**src/rtl/alu_ctrl.sv**
```systemverilog
// alu_ctrl: sequencing controller for the ALU datapath with the {C,S,Z} status register.
// Define ALU_CTRL_MULTISHIFT_EN to iterate shift/rotate ops over shcnt steps.
module alu_ctrl #(
  parameter int WIDTH = 20,
  parameter int CNT_W = 5
) (
  input  logic             clk,
  input  logic             rst_n,
  input  logic             in_valid,
  output logic             in_ready,
  input  logic [4:0]       op,
  input  logic             mode,
  input  logic [WIDTH-1:0] a,
  input  logic [WIDTH-1:0] b,
  input  logic [CNT_W-1:0] shcnt,
  output logic             out_valid,
  input  logic             out_ready,
  output logic [WIDTH-1:0] res_a,
  output logic [WIDTH-1:0] res_b,
  output logic [2:0]       status,
  output logic             trap
);
  localparam int H = WIDTH / 2;
  localparam logic [4:0] OP_NOT = 5'd1, OP_AND = 5'd2, OP_OR = 5'd3, OP_XOR = 5'd4,
    OP_SHR = 5'd5, OP_SHL = 5'd6, OP_ROR = 5'd7, OP_ROL = 5'd8, OP_SWAP = 5'd9,
    OP_INC = 5'd10, OP_DEC = 5'd11, OP_ADD = 5'd12, OP_ADC = 5'd13, OP_SUB = 5'd14,
    OP_SBC = 5'd15, OP_EQ = 5'd16, OP_GT = 5'd17, OP_LT = 5'd18, OP_GE = 5'd19,
    OP_LE = 5'd20, OP_LSR = 5'd21, OP_XSR = 5'd22;
`ifdef ALU_CTRL_MULTISHIFT_EN
  typedef enum logic [1:0] {IDLE, EXEC, SHIFT, DONE} state_t;
  logic [CNT_W-1:0] cnt_q, cnt_d;
`else
  typedef enum logic [1:0] {IDLE, EXEC, DONE} state_t;
  logic unused_shcnt;
  assign unused_shcnt = ^shcnt;
`endif
  state_t           state_q, state_d;
  logic [4:0]       op_q, op_d;
  logic             mode_q, mode_d, trap_q, trap_d;
  logic [WIDTH-1:0] a_q, a_d, b_q, b_d, res_q, res_d, resb_q, resb_d;
  logic [2:0]       st_q, st_d;
  logic [WIDTH-1:0] mask, sr, step_r, y, sum_r, ex_r;
  logic [WIDTH:0]   sum;
  logic             top, step_c, cin, cout, cond, is_sh;
  logic [2:0]       step_f, rf, ex_f;

  function automatic logic [WIDTH-1:0] msk(input logic m);
    return m ? {WIDTH{1'b1}} : {{(WIDTH-H){1'b0}}, {H{1'b1}}};
  endfunction

  function automatic logic msb(input logic m, input logic [WIDTH-1:0] r);
    return m ? r[WIDTH-1] : r[H-1];
  endfunction

  // Shift step works on a_q in EXEC and on the running result in SHIFT
  always_comb begin
    mask   = msk(mode_q);
    is_sh  = op_q inside {[OP_SHR:OP_ROL]};
    sr     = (state_q == EXEC) ? a_q : res_q;
    top    = msb(mode_q, sr);
    step_r = op_q == OP_SHR ? (sr << 1) & mask :
             op_q == OP_SHL ? sr >> 1 :
             op_q == OP_ROR ? ((sr << 1) | WIDTH'(top)) & mask :
             (sr >> 1) | (mode_q ? {sr[0], {(WIDTH-1){1'b0}}} : WIDTH'(sr[0]) << (H-1));
    step_c = op_q == OP_SHR ? top : op_q == OP_SHL ? sr[0] : st_q[2];
    step_f = {step_c, msb(mode_q, step_r), step_r == '0};
  end

  // Subtracts add the masked complement so the carry lands at the active width
  always_comb begin
    y   = '0;
    cin = 1'b0;
    case (op_q)
      OP_INC: cin = 1'b1;
      OP_DEC: y = mask;
      OP_ADD: y = b_q;
      OP_ADC: begin y = b_q; cin = st_q[2]; end
      OP_SUB: begin y = ~b_q & mask; cin = 1'b1; end
      OP_SBC: begin y = ~b_q & mask; cin = ~st_q[2]; end
      default: ;
    endcase
    sum   = {1'b0, a_q} + {1'b0, y} + {{WIDTH{1'b0}}, cin};
    sum_r = sum[WIDTH-1:0] & mask;
    cout  = mode_q ? sum[WIDTH] : sum[H];
    cond  = op_q == OP_EQ ? a_q == b_q : op_q == OP_GT ? a_q > b_q :
            op_q == OP_LT ? a_q < b_q : op_q == OP_GE ? a_q >= b_q : a_q <= b_q;
    case (op_q)
      OP_NOT:  ex_r = ~a_q & mask;
      OP_AND:  ex_r = a_q & b_q;
      OP_OR:   ex_r = a_q | b_q;
      OP_XOR:  ex_r = a_q ^ b_q;
      OP_SWAP: ex_r = b_q;
      OP_INC, OP_DEC, OP_ADD, OP_ADC, OP_SUB, OP_SBC: ex_r = sum_r;
      default: ex_r = '0;
    endcase
    rf   = {st_q[2], msb(mode_q, ex_r), ex_r == '0};
    ex_f = (op_q inside {[OP_NOT:OP_XOR]}) ? rf :
           (op_q inside {[OP_INC:OP_SBC]}) ? {(op_q >= OP_SUB) ? ~cout : cout, rf[1:0]} :
           (op_q inside {[OP_EQ:OP_LE]}) ? {st_q[2], ~cond, cond} :
           op_q == OP_LSR ? a_q[2:0] : op_q == OP_XSR ? st_q ^ a_q[2:0] : st_q;
  end

  always_comb begin
    state_d = state_q;
    op_d    = op_q;
    mode_d  = mode_q;
    a_d     = a_q;
    b_d     = b_q;
    res_d   = res_q;
    resb_d  = resb_q;
    st_d    = st_q;
    trap_d  = trap_q;
`ifdef ALU_CTRL_MULTISHIFT_EN
    cnt_d   = cnt_q;
`endif
    case (state_q)
      IDLE: if (in_valid) begin
        op_d    = op;
        mode_d  = mode;
        a_d     = a & msk(mode);
        b_d     = b & msk(mode);
        trap_d  = op > OP_XSR;
`ifdef ALU_CTRL_MULTISHIFT_EN
        cnt_d   = shcnt;
`endif
        state_d = EXEC;
      end
      EXEC: begin
        resb_d  = (op_q == OP_SWAP) ? a_q : '0;
        state_d = DONE;
        if (is_sh) begin
`ifdef ALU_CTRL_MULTISHIFT_EN
          if (cnt_q == '0) res_d = a_q;
          else begin
            res_d = step_r;
            cnt_d = cnt_q - 1'b1;
            if (cnt_q > CNT_W'(1)) state_d = SHIFT;
            else st_d = step_f;
          end
`else
          res_d = step_r;
          st_d  = step_f;
`endif
        end else begin
          res_d = ex_r;
          st_d  = ex_f;
        end
      end
`ifdef ALU_CTRL_MULTISHIFT_EN
      SHIFT: begin
        res_d = step_r;
        cnt_d = cnt_q - 1'b1;
        if (cnt_q == CNT_W'(1)) begin
          st_d    = step_f;
          state_d = DONE;
        end
      end
`endif
      DONE: if (out_ready) state_d = IDLE;
      default: state_d = IDLE;
    endcase
  end

  always_ff @(posedge clk) begin
    if (!rst_n) begin
      state_q <= IDLE;
      op_q    <= '0;
      mode_q  <= 1'b0;
      a_q     <= '0;
      b_q     <= '0;
      res_q   <= '0;
      resb_q  <= '0;
      st_q    <= '0;
      trap_q  <= 1'b0;
`ifdef ALU_CTRL_MULTISHIFT_EN
      cnt_q   <= '0;
`endif
    end else begin
      state_q <= state_d;
      op_q    <= op_d;
      mode_q  <= mode_d;
      a_q     <= a_d;
      b_q     <= b_d;
      res_q   <= res_d;
      resb_q  <= resb_d;
      st_q    <= st_d;
      trap_q  <= trap_d;
`ifdef ALU_CTRL_MULTISHIFT_EN
      cnt_q   <= cnt_d;
`endif
    end
  end

  assign in_ready  = state_q == IDLE;
  assign out_valid = state_q == DONE;
  assign res_a     = res_q;
  assign res_b     = resb_q;
  assign status    = st_q;
  assign trap      = trap_q;
endmodule

```
**config.mk**
```make
export PLATFORM = sky130hd
export DESIGN_NAME = alu_ctrl
export DESIGN_NICKNAME = d
export VERILOG_FILES = /design/src/rtl/alu_ctrl.sv
export SDC_FILE = /design/constraint.sdc
export NUM_CORES = 1
export LEC_CHECK = 0
export ABC_CLOCK_PERIOD_IN_PS = 13200
export CAP_MARGIN = 20
export CORE_ASPECT_RATIO = 1.25
export CORE_MARGIN = 5
export CORE_UTILIZATION = 60
export DETAILED_ROUTE_END_ITERATION = 10
export PLACE_DENSITY = 0.85
export SYNTH_ARGS = -nofsm -noshare
export SYNTH_HDL_FRONTEND = slang
export SYNTH_SLANG_ARGS = --single-unit
```
**constraint.sdc**
```tcl
create_clock -name clk -period 13.2 [get_ports clk]
set_clock_uncertainty 0.1 [all_clocks]
set_input_delay 2.64 -clock clk [delete_from_list [all_inputs] [get_ports clk]]
set_output_delay 2.64 -clock clk [all_outputs]
set_load 0.01 [all_outputs]
```
# --- Word-level counts from Yosys, hierarchy flattened ---
# Cells that the tools add are included.
word_totals:
  ff_bits: 92
  in_bits: 55
  output_inout_bits: 46
  elab_cells: 121
op_classes:
  add_sub_neg: 2
  n_lt_le_gt_ge: 14
  n_eq_ne: 28
  n_mux: 32
  n_bitwise: 18
  n_reduce_logical: 17
op_table:
  columns: ["cell", "n"]
  rows:
  - ["$mux 20", 9]
  - ["$and 20x20->20", 8]
  - ["$pmux 20 s6", 1]
  - ["$pmux 20 s3", 1]
  - ["$logic_not 20->1", 2]
  - ["$not 20->20", 2]
  - ["$eq 5x4->1 const B", 7]
  - ["$eq 5x5->1 const B", 6]
  - ["$add 20x20->21", 1]
  - ["$add 21x1->21", 1]
  - ["$eq 20x20->1", 1]
  - ["$eq 5x3->1 const B", 4]
  - ["$ge 20x20->1", 1]
  - ["$gt 20x20->1", 1]
  - ["$le 20x20->1", 1]
  - ["$lt 20x20->1", 1]
  - ["$or 19x20->20", 1]
  - ["$or 20x1->20", 1]
  - ["$or 20x20->20", 1]
  - ["$xor 20x20->20", 1]
  - ["$mux 3", 6]
  - ["$mux 1", 11]
  - ["$eq 5x2->1 const B", 2]
  - ["$ge 5x4->1 const B", 2]
  - ["27 further kinds", 39]

# --- Depth between registers and ports, before layout ---
# Gate-level depths: netlist of run 1.
depth:
  word_depth: 11
  depth_mapped: 19
  mapped_depth_nobuf: 16

# --- Worst setup path after synthesis of run 1 ---
# No wires, ideal clock.
synth_path:
  path_kind: "flip-flop to flip-flop"
  startpoint: "register op_q[0]"
  endpoint: "register st_q[0] (netlist: status[0])"
  setup_ns: 0.074
  t_arrival_ns: 4.281
  t_required_ns: 13.026
  path_slack_ns: 8.745
  stages_incl_launch_ff: 19
  n_path_buf: 3
  synth_period_minus_slack_ns: 4.455
  cell_sequence: "dfxtp_1 -> buf_4 -> clkbuf_1 -> nor2b_1 -> clkbuf_1 -> o21ai_0 -> o21ai_0 -> nand2_1 -> fa_1 -> fa_1 -> nor2b_1 -> o21ai_0 -> o21a_1 -> mux2_2 -> nand4_1 -> or4_1 -> or4_1 -> or4_1 -> o21ai_0"
synth_between:
  elab_chain_len: 11
  elab_cells_between_ends: 58
  classes_between: "add/sub (2); order compare (8); eq/ne (20); mux (15); bitwise (1); reduce/logical (12)"
synth_lines:
  columns: ["element", "line_no", "source"]
  rows:
  - ["from (decl)", "38", "logic [4:0] op_q, op_d;"]
  - ["from (signal assigned)", "180", "op_q <= op_d;"]
  - ["$eq 5x4->1", "73, 87", null]
  - ["$reduce_or 2->1 (no source line)", null, null]
  - ["$pmux 20 s3", "73", "case (op_q)"]
  - ["$add 20x20->21", "82", "sum = {1'b0, a_q} + {1'b0, y} + {{WIDTH{1'b0}}, cin};"]
  - ["$add 21x1->21", "82", null]
  - ["$and 20x20->20", "83", "sum_r = sum[WIDTH-1:0] & mask;"]
  - ["$pmux 20 s6", "87", "case (op_q)"]
  - ["$logic_not 20->1", "96", "rf = {st_q[2], msb(mode_q, ex_r), ex_r == '0};"]
  - ["$mux 3", "98", "(op_q inside {[OP_INC:OP_SBC]}) ? {(op_q >= OP_SUB) ? ~cout : cout, rf[1:0]} :"]
  - ["$mux 3", "97", "ex_f = (op_q inside {[OP_NOT:OP_XOR]}) ? rf :"]
  - ["$mux 3", "131", "if (is_sh) begin"]
  - ["to (signal assigned)", "186", "st_q <= st_d;"]
  - ["to (decl)", "41", "logic [2:0] st_q, st_d;"]
# Parallel ways exist; a longest one is shown, timed or not. The select of a mux whose other input is x is not followed.
# A chain may end at the register's enable or synchronous reset.

# --- Worst setup path in the final report of run 1 ---
layout_path:
  startpoint: "register op_q[2]"
  endpoint: "register st_q[0] (netlist: status[0])"
# The elaborated chain is that of the path after synthesis.

==> impl_metrics.xml, run 1 <==
<?xml version="1.0" encoding="UTF-8"?>
<metrics>
  <group name="clocking">
    <metric name="clkTransAtPathRegs" unit="ns">0.08</metric>
    <metric name="cts_buffers" unit="">9</metric>
    <metric name="cts.sink_count" unit="">92</metric>
    <metric name="cts-hold-fix-buffers" unit="">0</metric>
    <metric name="cts_max_level" unit="">3</metric>
    <metric name="clockBufferDepth" unit="">2</metric>
    <metric name="clk_root_buffer_cell" unit="">sky130_fd_sc_hd__clkbuf_16</metric>
    <metric name="post_cts.resized_instances" unit="">0</metric>
    <metric name="post-cts-setup-buffer-count" unit="">0</metric>
    <metric name="clk_latency" unit="ns">0.36</metric>
    <metric name="tritoncts" unit="">done</metric>
  </group>
  <group name="worst_hold_path">
    <metric name="type_of_the_worst_min_delay_path" unit="">reg -&gt; reg</metric>
    <metric name="hold-path-cell-count" unit="">2</metric>
  </group>
  <group name="die">
    <metric name="floorplan.die.height" unit="µm">140</metric>
    <metric name="die-width" unit="µm">114</metric>
    <metric name="dieArea" unit="µm²">16000</metric>
    <metric name="initial_core_util" unit="%">61.3</metric>
    <metric name="row_count" unit="">47</metric>
    <metric name="boundaryPins" unit="">101</metric>
    <metric name="fp.coreArea" unit="µm²">13200</metric>
  </group>
  <group name="placement">
    <metric name="worst_setup_timing_slack_at_the_placement_stage" unit="ns">7.84</metric>
    <metric name="port-buffer-count" unit="">95</metric>
    <metric name="globalplace.congestion" unit="">0.947</metric>
    <metric name="post_detailed_placement_half_perimeter_wirelength" unit="µm">18700</metric>
  </group>
  <group name="setup_path">
    <metric name="critical_path_arrival" unit="ns">5.74</metric>
    <metric name="critical_path.startpoint_type" unit="">register</metric>
    <metric name="worstRegToRegCells" unit="">14</metric>
    <metric name="crit_path_end_kind" unit="">register</metric>
    <metric name="worstSetupPathType" unit="">reg -&gt; reg</metric>
    <metric name="worstPathMaxFanout" unit="">22</metric>
    <metric name="worst_ep_required_time" unit="ns">13.38</metric>
  </group>
  <group name="logic_synthesis">
    <metric name="synth.distinct_cells" unit="">77</metric>
    <metric name="synthCells" unit="">1118</metric>
    <metric name="combinational_family_with_the_most_area_after_synthesis" unit="">compound AO/OA/AOI/OAI gates</metric>
    <metric name="synthXorXnorAreaFrac" unit="%">0.756</metric>
    <metric name="yosys.area_share.adder" unit="%">12.7</metric>
    <metric name="postSynthAreaPerCell" unit="µm²">7.26</metric>
    <metric name="post_synth_and_or_nand_nor_area_fraction" unit="%">24.3</metric>
    <metric name="synthesis.nets" unit="">1254</metric>
    <metric name="netlist_area" unit="µm²">8110</metric>
    <metric name="synth-compound-area-share" unit="%">29.1</metric>
    <metric name="post_synth_mux_area_share" unit="%">3.67</metric>
    <metric name="postSynth.topFlopCell" unit="">sky130_fd_sc_hd__dfxtp_1</metric>
    <metric name="ys_seq_area_share" unit="%">22.7</metric>
    <metric name="postSynth.asyncResetShare" unit="%">0</metric>
    <metric name="register_bit_total_from_synthesis" unit="">92</metric>
    <metric name="edff_count_synth" unit="">0</metric>
    <metric name="synth.yosys.warnings" unit="">0</metric>
  </group>
  <group name="timing">
    <metric name="timing.setup.tns" unit="ns">0</metric>
    <metric name="timing.fmax" unit="MHz">180</metric>
    <metric name="post-route-period-util" unit="%">42.1</metric>
    <metric name="timing_worst_slew_pin_value" unit="ns">0.960</metric>
    <metric name="timing.final.ws_setup" unit="ns">7.64</metric>
    <metric name="slew_headroom" unit="%">36.0</metric>
    <metric name="min_period" unit="ns">5.56</metric>
    <metric name="finalHoldViolations" unit="">0</metric>
    <metric name="setup_viol_count_final" unit="">0</metric>
    <metric name="max_slew_violation_total_from_the_final_report" unit="">0</metric>
    <metric name="rsz0062_at_grt" unit="">no</metric>
  </group>
  <group name="drt">
    <metric name="drt-total-wl" unit="µm">25600</metric>
    <metric name="avgRoutedWirePerCell" unit="µm">19.3</metric>
    <metric name="vias" unit="">8421</metric>
    <metric name="drtIter0Drc" unit="">912</metric>
    <metric name="ant_nets" unit="">0</metric>
    <metric name="avg_vias_per_cell" unit="">6.35</metric>
    <metric name="drt_first_pass_iters" unit="">6</metric>
    <metric name="remaining_drc_errors" unit="">0</metric>
  </group>
  <group name="final_layout">
    <metric name="drive_above_1_share" unit="%">4.50</metric>
    <metric name="design.final.nets" unit="">1287</metric>
    <metric name="fin_util" unit="%">70.6</metric>
    <metric name="area.growth.synth_to_final" unit="%">15.2</metric>
    <metric name="insertedDiodeCount" unit="">0</metric>
  </group>
  <group name="grt">
    <metric name="gr-total-overflow" unit="">0</metric>
    <metric name="grt_pass1_vias" unit="">7823</metric>
    <metric name="grt_antenna_before_repair" unit="">0</metric>
    <metric name="grt_max_degree" unit="">93</metric>
    <metric name="groute.usage.overall" unit="%">31.6</metric>
    <metric name="grt_pass1_wl" unit="µm">41100</metric>
  </group>
  <group name="power_and_ir_drop">
    <metric name="max-vdd-ir-drop" unit="V">0.0000768</metric>
    <metric name="cell_leakage_power" unit="nW">3.46</metric>
    <metric name="power-per-cell-area" unit="nW/µm²">83.4</metric>
  </group>
  <group name="status">
    <metric name="run_status" unit="">finished, final reports clean</metric>
  </group>
  <group name="job">
    <metric name="max_cap_viol_count" unit="">0</metric>
  </group>
</metrics>
cells by family (layout without fill, tap and decap cells):
group | count (synthesis) | after routing
adders and majority gates | 81 | 81
and+or+nand+nor | 416 | 416
xor gates and xnor gates | 7 | 7
DFF | 92 | 92
buffers and inverters | 135 | 173
AOI/OAI and AO/OA | 360 | 360
muxes | 27 | 27
power by group:
group          leakage [nW]  total [mW]  switching (mW)  internal [mW]
registers             0.750       0.315          0.0254          0.290
logic                  2.56       0.178           0.102         0.0760
clock network         0.154       0.286           0.130          0.156
total                  3.46       0.780           0.257          0.522
cell usage after synthesis (14+ instances only):
cell type	n	share of area (%)
sky130_fd_sc_hd__nand2_1	170	7.9
sky130_fd_sc_hd__dfxtp_1	92	23
sky130_fd_sc_hd__o21ai_0	80	4.9
sky130_fd_sc_hd__a21oi_1	79	4.9
sky130_fd_sc_hd__ha_1	79	12
sky130_fd_sc_hd__nor2_1	73	3.4
sky130_fd_sc_hd__a21boi_0	70	6.5
sky130_fd_sc_hd__clkbuf_1	63	2.9
sky130_fd_sc_hd__nand3_1	61	3.8
sky130_fd_sc_hd__inv_1	50	2.3
sky130_fd_sc_hd__mux2i_1	23	2.8
sky130_fd_sc_hd__nand2b_1	19	1.5
sky130_fd_sc_hd__nor2b_1	18	1.4
sky130_fd_sc_hd__nor3_1	16	0.99
sky130_fd_sc_hd__o22ai_1	14	1.1
cells in the final DEF (no fill, tap or decap), drive strengths merged, types with 5 or more instances in the layout:
cell,count
a211oi,13
a21boi,70
a21o,8
a21oi,80
a221oi,13
a31oi,12
and2,5
and3,7
buf,13
clkbuf,10
clkdlybuf4s50,94
dfxtp,92
ha,79
inv,54
mux2i,23
nand2,170
nand2b,19
nand3,61
nand4,7
nor2,73
nor2b,19
nor3,16
nor3b,8
nor4,9
o211ai,13
o21a,5
o21ai,81
o22ai,14
o2bb2ai,5
o31ai,6
or3,6
or4,5
sequential cells by signal, indices dropped and copies added (netlist names):
| register | cells |
|---|---|
| b_q | 20 |
| trap | 1 |
| status | 3 |
| state_q | 2 |
| res_b | 20 |
| res_a | 20 |
| mode_q | 1 |
| op_q | 5 |
| a_q | 20 |
worst max-delay path: stages (launching register included):
cell	delay, ns
sky130_fd_sc_hd__dfxtp_1	0.77
sky130_fd_sc_hd__inv_1	0.55
sky130_fd_sc_hd__o21ai_0	0.29
sky130_fd_sc_hd__a32o_1	0.15
sky130_fd_sc_hd__nand2_1	0.06
sky130_fd_sc_hd__fa_1	0.44
sky130_fd_sc_hd__fa_1	0.42
sky130_fd_sc_hd__nand2b_1	0.18
sky130_fd_sc_hd__a21oi_1	0.29
sky130_fd_sc_hd__nor3_1	0.09
sky130_fd_sc_hd__a2111oi_0	0.71
sky130_fd_sc_hd__nand3_1	0.18
sky130_fd_sc_hd__or4_1	0.53
sky130_fd_sc_hd__or4_1	0.59
sky130_fd_sc_hd__o21ai_0	0.11
path summary, 6_finish.rpt:
kind | slack (ns) | end | from
worst max register to register | 7.64 | status[0]$_SDFFE_PN0P_ | op_q[2]$_SDFFE_PN0P_
worst min register to register | 0.37 | res_b[5]$_SDFFE_PN0P_ | res_b[5]$_SDFFE_PN0P_
worst max-delay path | 7.64 | status[0]$_SDFFE_PN0P_ | op_q[2]$_SDFFE_PN0P_
worst min-delay path | 0.37 | res_b[5]$_SDFFE_PN0P_ | res_b[5]$_SDFFE_PN0P_
layer usage:
| metal | up-vias | track usage, % | routed length [µm] |
|---|---|---|---|
| met5 | - | 0 | 0 |
| met4 | 0 | 12.5 | 960 |
| met3 | 63 | 6.00 | 2500 |
| met2 | 430 | 49.0 | 11500 |
| met1 | 3864 | 43.1 | 10700 |
| li1 | 4064 | - | - |
stage by stage:
stage	hold WS, ns	power, mW	instances	cell area (µm²)
2_1_floorplan	0.385	0.429	1118	8110
6_report	0.372	0.780	1327	9350
3_3_place_gp	0.351	0.492	1311	9030
4_1_cts	0.376	0.779	1327	9350
5_1_grt	0.398	0.811	1327	9350
3_5_place_dp	0.364	0.496	1311	9030
layout make-up:
class,count,area [µm²]
clock buffers,10,239
clock inverters,6,77.6
inverters,50,188
well taps,171,214
multi-input cells,891,5750
fillers,1162,3880
repair buffers,107,1040
flip-flops and latches,92,1840
No activity file was read; power rests on OpenSTA's default activity.
==> inputs of run 2 (changes only) <==
==> config.mk (replaced) <==
export PLATFORM = sky130hd
export DESIGN_NAME = alu_ctrl
export DESIGN_NICKNAME = d
export VERILOG_FILES = /design/src/rtl/alu_ctrl.sv
export SDC_FILE = /design/constraint.sdc
export NUM_CORES = 1
export LEC_CHECK = 0
export ABC_CLOCK_PERIOD_IN_PS = 5600
export CAP_MARGIN = 20
export CORE_ASPECT_RATIO = 1.25
export CORE_MARGIN = 5
export CORE_UTILIZATION = 57
export DETAILED_ROUTE_END_ITERATION = 10
export PLACE_DENSITY = 0.82
export SYNTH_ARGS = -nofsm -noshare
export SYNTH_HDL_FRONTEND = slang
export SYNTH_SLANG_ARGS = --single-unit
==> constraint.sdc (replaced) <==
create_clock -name clk -period 5.6 [get_ports clk]
set_clock_uncertainty 0.1 [all_clocks]
set_input_delay 1.12 -clock clk [delete_from_list [all_inputs] [get_ports clk]]
set_output_delay 1.12 -clock clk [all_outputs]
set_load 0.01 [all_outputs]
==> impl_metrics.xml, run 2 (synthesis gave the netlist of run 1 again) <==
<?xml version="1.0" encoding="UTF-8"?>
<metrics>
  <group name="status">
    <metric name="run_status" unit="">finished, final reports clean</metric>
  </group>
  <group name="timing">
    <metric name="max_slew_violation_total_from_the_final_report" unit="">0</metric>
    <metric name="timing.fmax" unit="MHz">197</metric>
    <metric name="post-route-period-util" unit="%">90.7</metric>
    <metric name="slew_headroom" unit="%">29.7</metric>
    <metric name="timing.final.ws_setup" unit="ns">0.521</metric>
    <metric name="timing_worst_slew_pin_value" unit="ns">1.03</metric>
    <metric name="setup_viol_count_final" unit="">0</metric>
    <metric name="timing.setup.tns" unit="ns">0</metric>
    <metric name="rsz0062_at_grt" unit="">no</metric>
    <metric name="finalHoldViolations" unit="">0</metric>
    <metric name="min_period" unit="ns">5.08</metric>
  </group>
  <group name="placement">
    <metric name="port-buffer-count" unit="">95</metric>
    <metric name="post_detailed_placement_half_perimeter_wirelength" unit="µm">18800</metric>
    <metric name="worst_setup_timing_slack_at_the_placement_stage" unit="ns">0.718</metric>
    <metric name="dpl_cell_area" unit="µm²">9070</metric>
    <metric name="globalplace.congestion" unit="">0.976</metric>
  </group>
  <group name="final_layout">
    <metric name="footprint_of_the_multi_input_gates" unit="µm²">5750</metric>
    <metric name="number_of_filler_cells_placed_in_the_layout" unit="">1202</metric>
    <metric name="seqCellArea" unit="µm²">1840</metric>
    <metric name="finalInstanceArea" unit="µm²">9380</metric>
    <metric name="design.final.nets" unit="">1291</metric>
    <metric name="drive_above_1_share" unit="%">4.74</metric>
    <metric name="layout_common_cells" unit="">sky130_fd_sc_hd__nand2_1, sky130_fd_sc_hd__clkdlybuf4s50_1, sky130_fd_sc_hd__dfxtp_1, sky130_fd_sc_hd__o21ai_0</metric>
    <metric name="final_common_cell" unit="">sky130_fd_sc_hd__nand2_1</metric>
    <metric name="insertedDiodeCount" unit="">0</metric>
    <metric name="area.growth.synth_to_final" unit="%">15.6</metric>
  </group>
  <group name="clocking">
    <metric name="cts_buffers" unit="">9</metric>
    <metric name="cts-hold-fix-buffers" unit="">0</metric>
    <metric name="post-cts-setup-buffer-count" unit="">0</metric>
    <metric name="clk_latency" unit="ns">0.36</metric>
    <metric name="clk_root_buffer_cell" unit="">sky130_fd_sc_hd__clkbuf_16</metric>
    <metric name="clkTransAtPathRegs" unit="ns">0.08</metric>
    <metric name="clockBufferDepth" unit="">2</metric>
    <metric name="cts.sink_count" unit="">92</metric>
    <metric name="post_cts.resized_instances" unit="">0</metric>
    <metric name="cts_max_level" unit="">3</metric>
    <metric name="tritoncts" unit="">done</metric>
  </group>
  <group name="setup_path">
    <metric name="worstSetupPathType" unit="">reg -&gt; reg</metric>
    <metric name="crit_path_end_kind" unit="">register</metric>
    <metric name="critical_path.max_stage_delay" unit="ns">0.85</metric>
    <metric name="worst_ep_required_time" unit="ns">5.79</metric>
    <metric name="cp.buffers_inverters" unit="">0</metric>
    <metric name="critical_path.startpoint_type" unit="">register</metric>
    <metric name="critical_path_arrival" unit="ns">5.26</metric>
    <metric name="crit_slowest_cell" unit="">sky130_fd_sc_hd__dfxtp_1</metric>
    <metric name="worstPathCellList" unit="">nand2b_1 &gt; a21oi_1 &gt; ha_1 &gt; a21oi_1 &gt; nand2_1 &gt; o21ai_0 &gt; nand3_1 &gt; xnor2_1 &gt; o211ai_1 &gt; or4_1 &gt; or4_1 &gt; o21ai_0</metric>
    <metric name="critPathTopFamily" unit="">simple AND/OR/NAND/NOR gates</metric>
    <metric name="worstPathMaxFanout" unit="">22</metric>
  </group>
  <group name="power_and_ir_drop">
    <metric name="max-vdd-ir-drop" unit="V">0.000164</metric>
    <metric name="power-per-cell-area" unit="nW/µm²">196</metric>
    <metric name="cell_leakage_power" unit="nW">3.48</metric>
  </group>
  <group name="drt">
    <metric name="met1Wirelength" unit="µm">10700</metric>
    <metric name="drt_first_pass_iters" unit="">8</metric>
    <metric name="avg_vias_per_cell" unit="">6.41</metric>
    <metric name="remaining_drc_errors" unit="">0</metric>
    <metric name="wl_met2" unit="µm">11700</metric>
    <metric name="vias" unit="">8555</metric>
    <metric name="avgRoutedWirePerCell" unit="µm">19.3</metric>
    <metric name="ant_nets" unit="">0</metric>
    <metric name="drt-total-wl" unit="µm">25800</metric>
    <metric name="topRoutingLayerUsed" unit="">met4</metric>
    <metric name="dr_wl_met3" unit="µm">2480</metric>
    <metric name="drtIter0Drc" unit="">988</metric>
  </group>
  <group name="grt">
    <metric name="groute.usage.overall" unit="%">30.7</metric>
    <metric name="grt_antenna_before_repair" unit="">0</metric>
    <metric name="gr-total-overflow" unit="">0</metric>
    <metric name="grt_pass1_wl" unit="µm">41000</metric>
    <metric name="grt_pass1_vias" unit="">7918</metric>
    <metric name="grt_max_degree" unit="">92</metric>
  </group>
  <group name="die">
    <metric name="boundaryPins" unit="">101</metric>
    <metric name="dieArea" unit="µm²">16700</metric>
    <metric name="initial_core_util" unit="%">58.5</metric>
    <metric name="floorplan.die.height" unit="µm">143</metric>
    <metric name="die-width" unit="µm">117</metric>
    <metric name="row_count" unit="">48</metric>
    <metric name="fp.coreArea" unit="µm²">13900</metric>
  </group>
  <group name="worst_hold_path">
    <metric name="type_of_the_worst_min_delay_path" unit="">reg -&gt; reg</metric>
  </group>
  <group name="job">
    <metric name="max_cap_viol_count" unit="">0</metric>
  </group>
</metrics>
==> run 2: metrics by stage <==
stage	instances	util [%]	power [mW]	hold WS (ns)
after floorplan	1118	-	1.01	0.385
after global placement	1319	65.3	1.16	0.351
after detailed placement	1319	65.3	1.17	0.357
after CTS	1335	67.6	1.83	0.367
after global routing	1335	67.6	1.91	0.390
final	1335	67.6	1.84	0.365
==> run 2: cell type report <==
cell class	count	share of cell area, %
Multi-Input combinational cell	891	61.3
Clock inverter	5	0.721
Timing Repair Buffer	111	11.4
Tap cell	175	2.34
Inverter	50	2.00
Sequential cell	92	19.6
Clock buffer	11	2.59
==> run 2: final timing paths <==
path                            cells past startpoint  slack [ns]              startpoint                      to
worst min register to register                      2        0.37  res_b[16]$_SDFFE_PN0P_  res_b[16]$_SDFFE_PN0P_
worst max register to register                     12        0.52    op_q[3]$_SDFFE_PN0P_  status[0]$_SDFFE_PN0P_
worst max-delay path                               12        0.52    op_q[3]$_SDFFE_PN0P_  status[0]$_SDFFE_PN0P_
worst min-delay path                                2        0.37  res_b[16]$_SDFFE_PN0P_  res_b[16]$_SDFFE_PN0P_
==> run 2: routing by layer <==
layer  vias up  track usage, %
met2       480            47.7
met5         -               0
met4         0            12.7
met3        67            4.68
met1      3930            42.2
li1       4078               -
==> run 2: worst min-delay path, cell delays in order (launching register included) <==
cell	delay [ns]
sky130_fd_sc_hd__dfxtp_1	0.31
sky130_fd_sc_hd__nand2_1	0.05
sky130_fd_sc_hd__a21boi_0	0.06
==> run 2: power breakdown <==
group	total, mW	switching (mW)	internal (mW)
clock network	0.671	0.304	0.367
registers	0.745	0.0609	0.684
logic	0.421	0.241	0.180
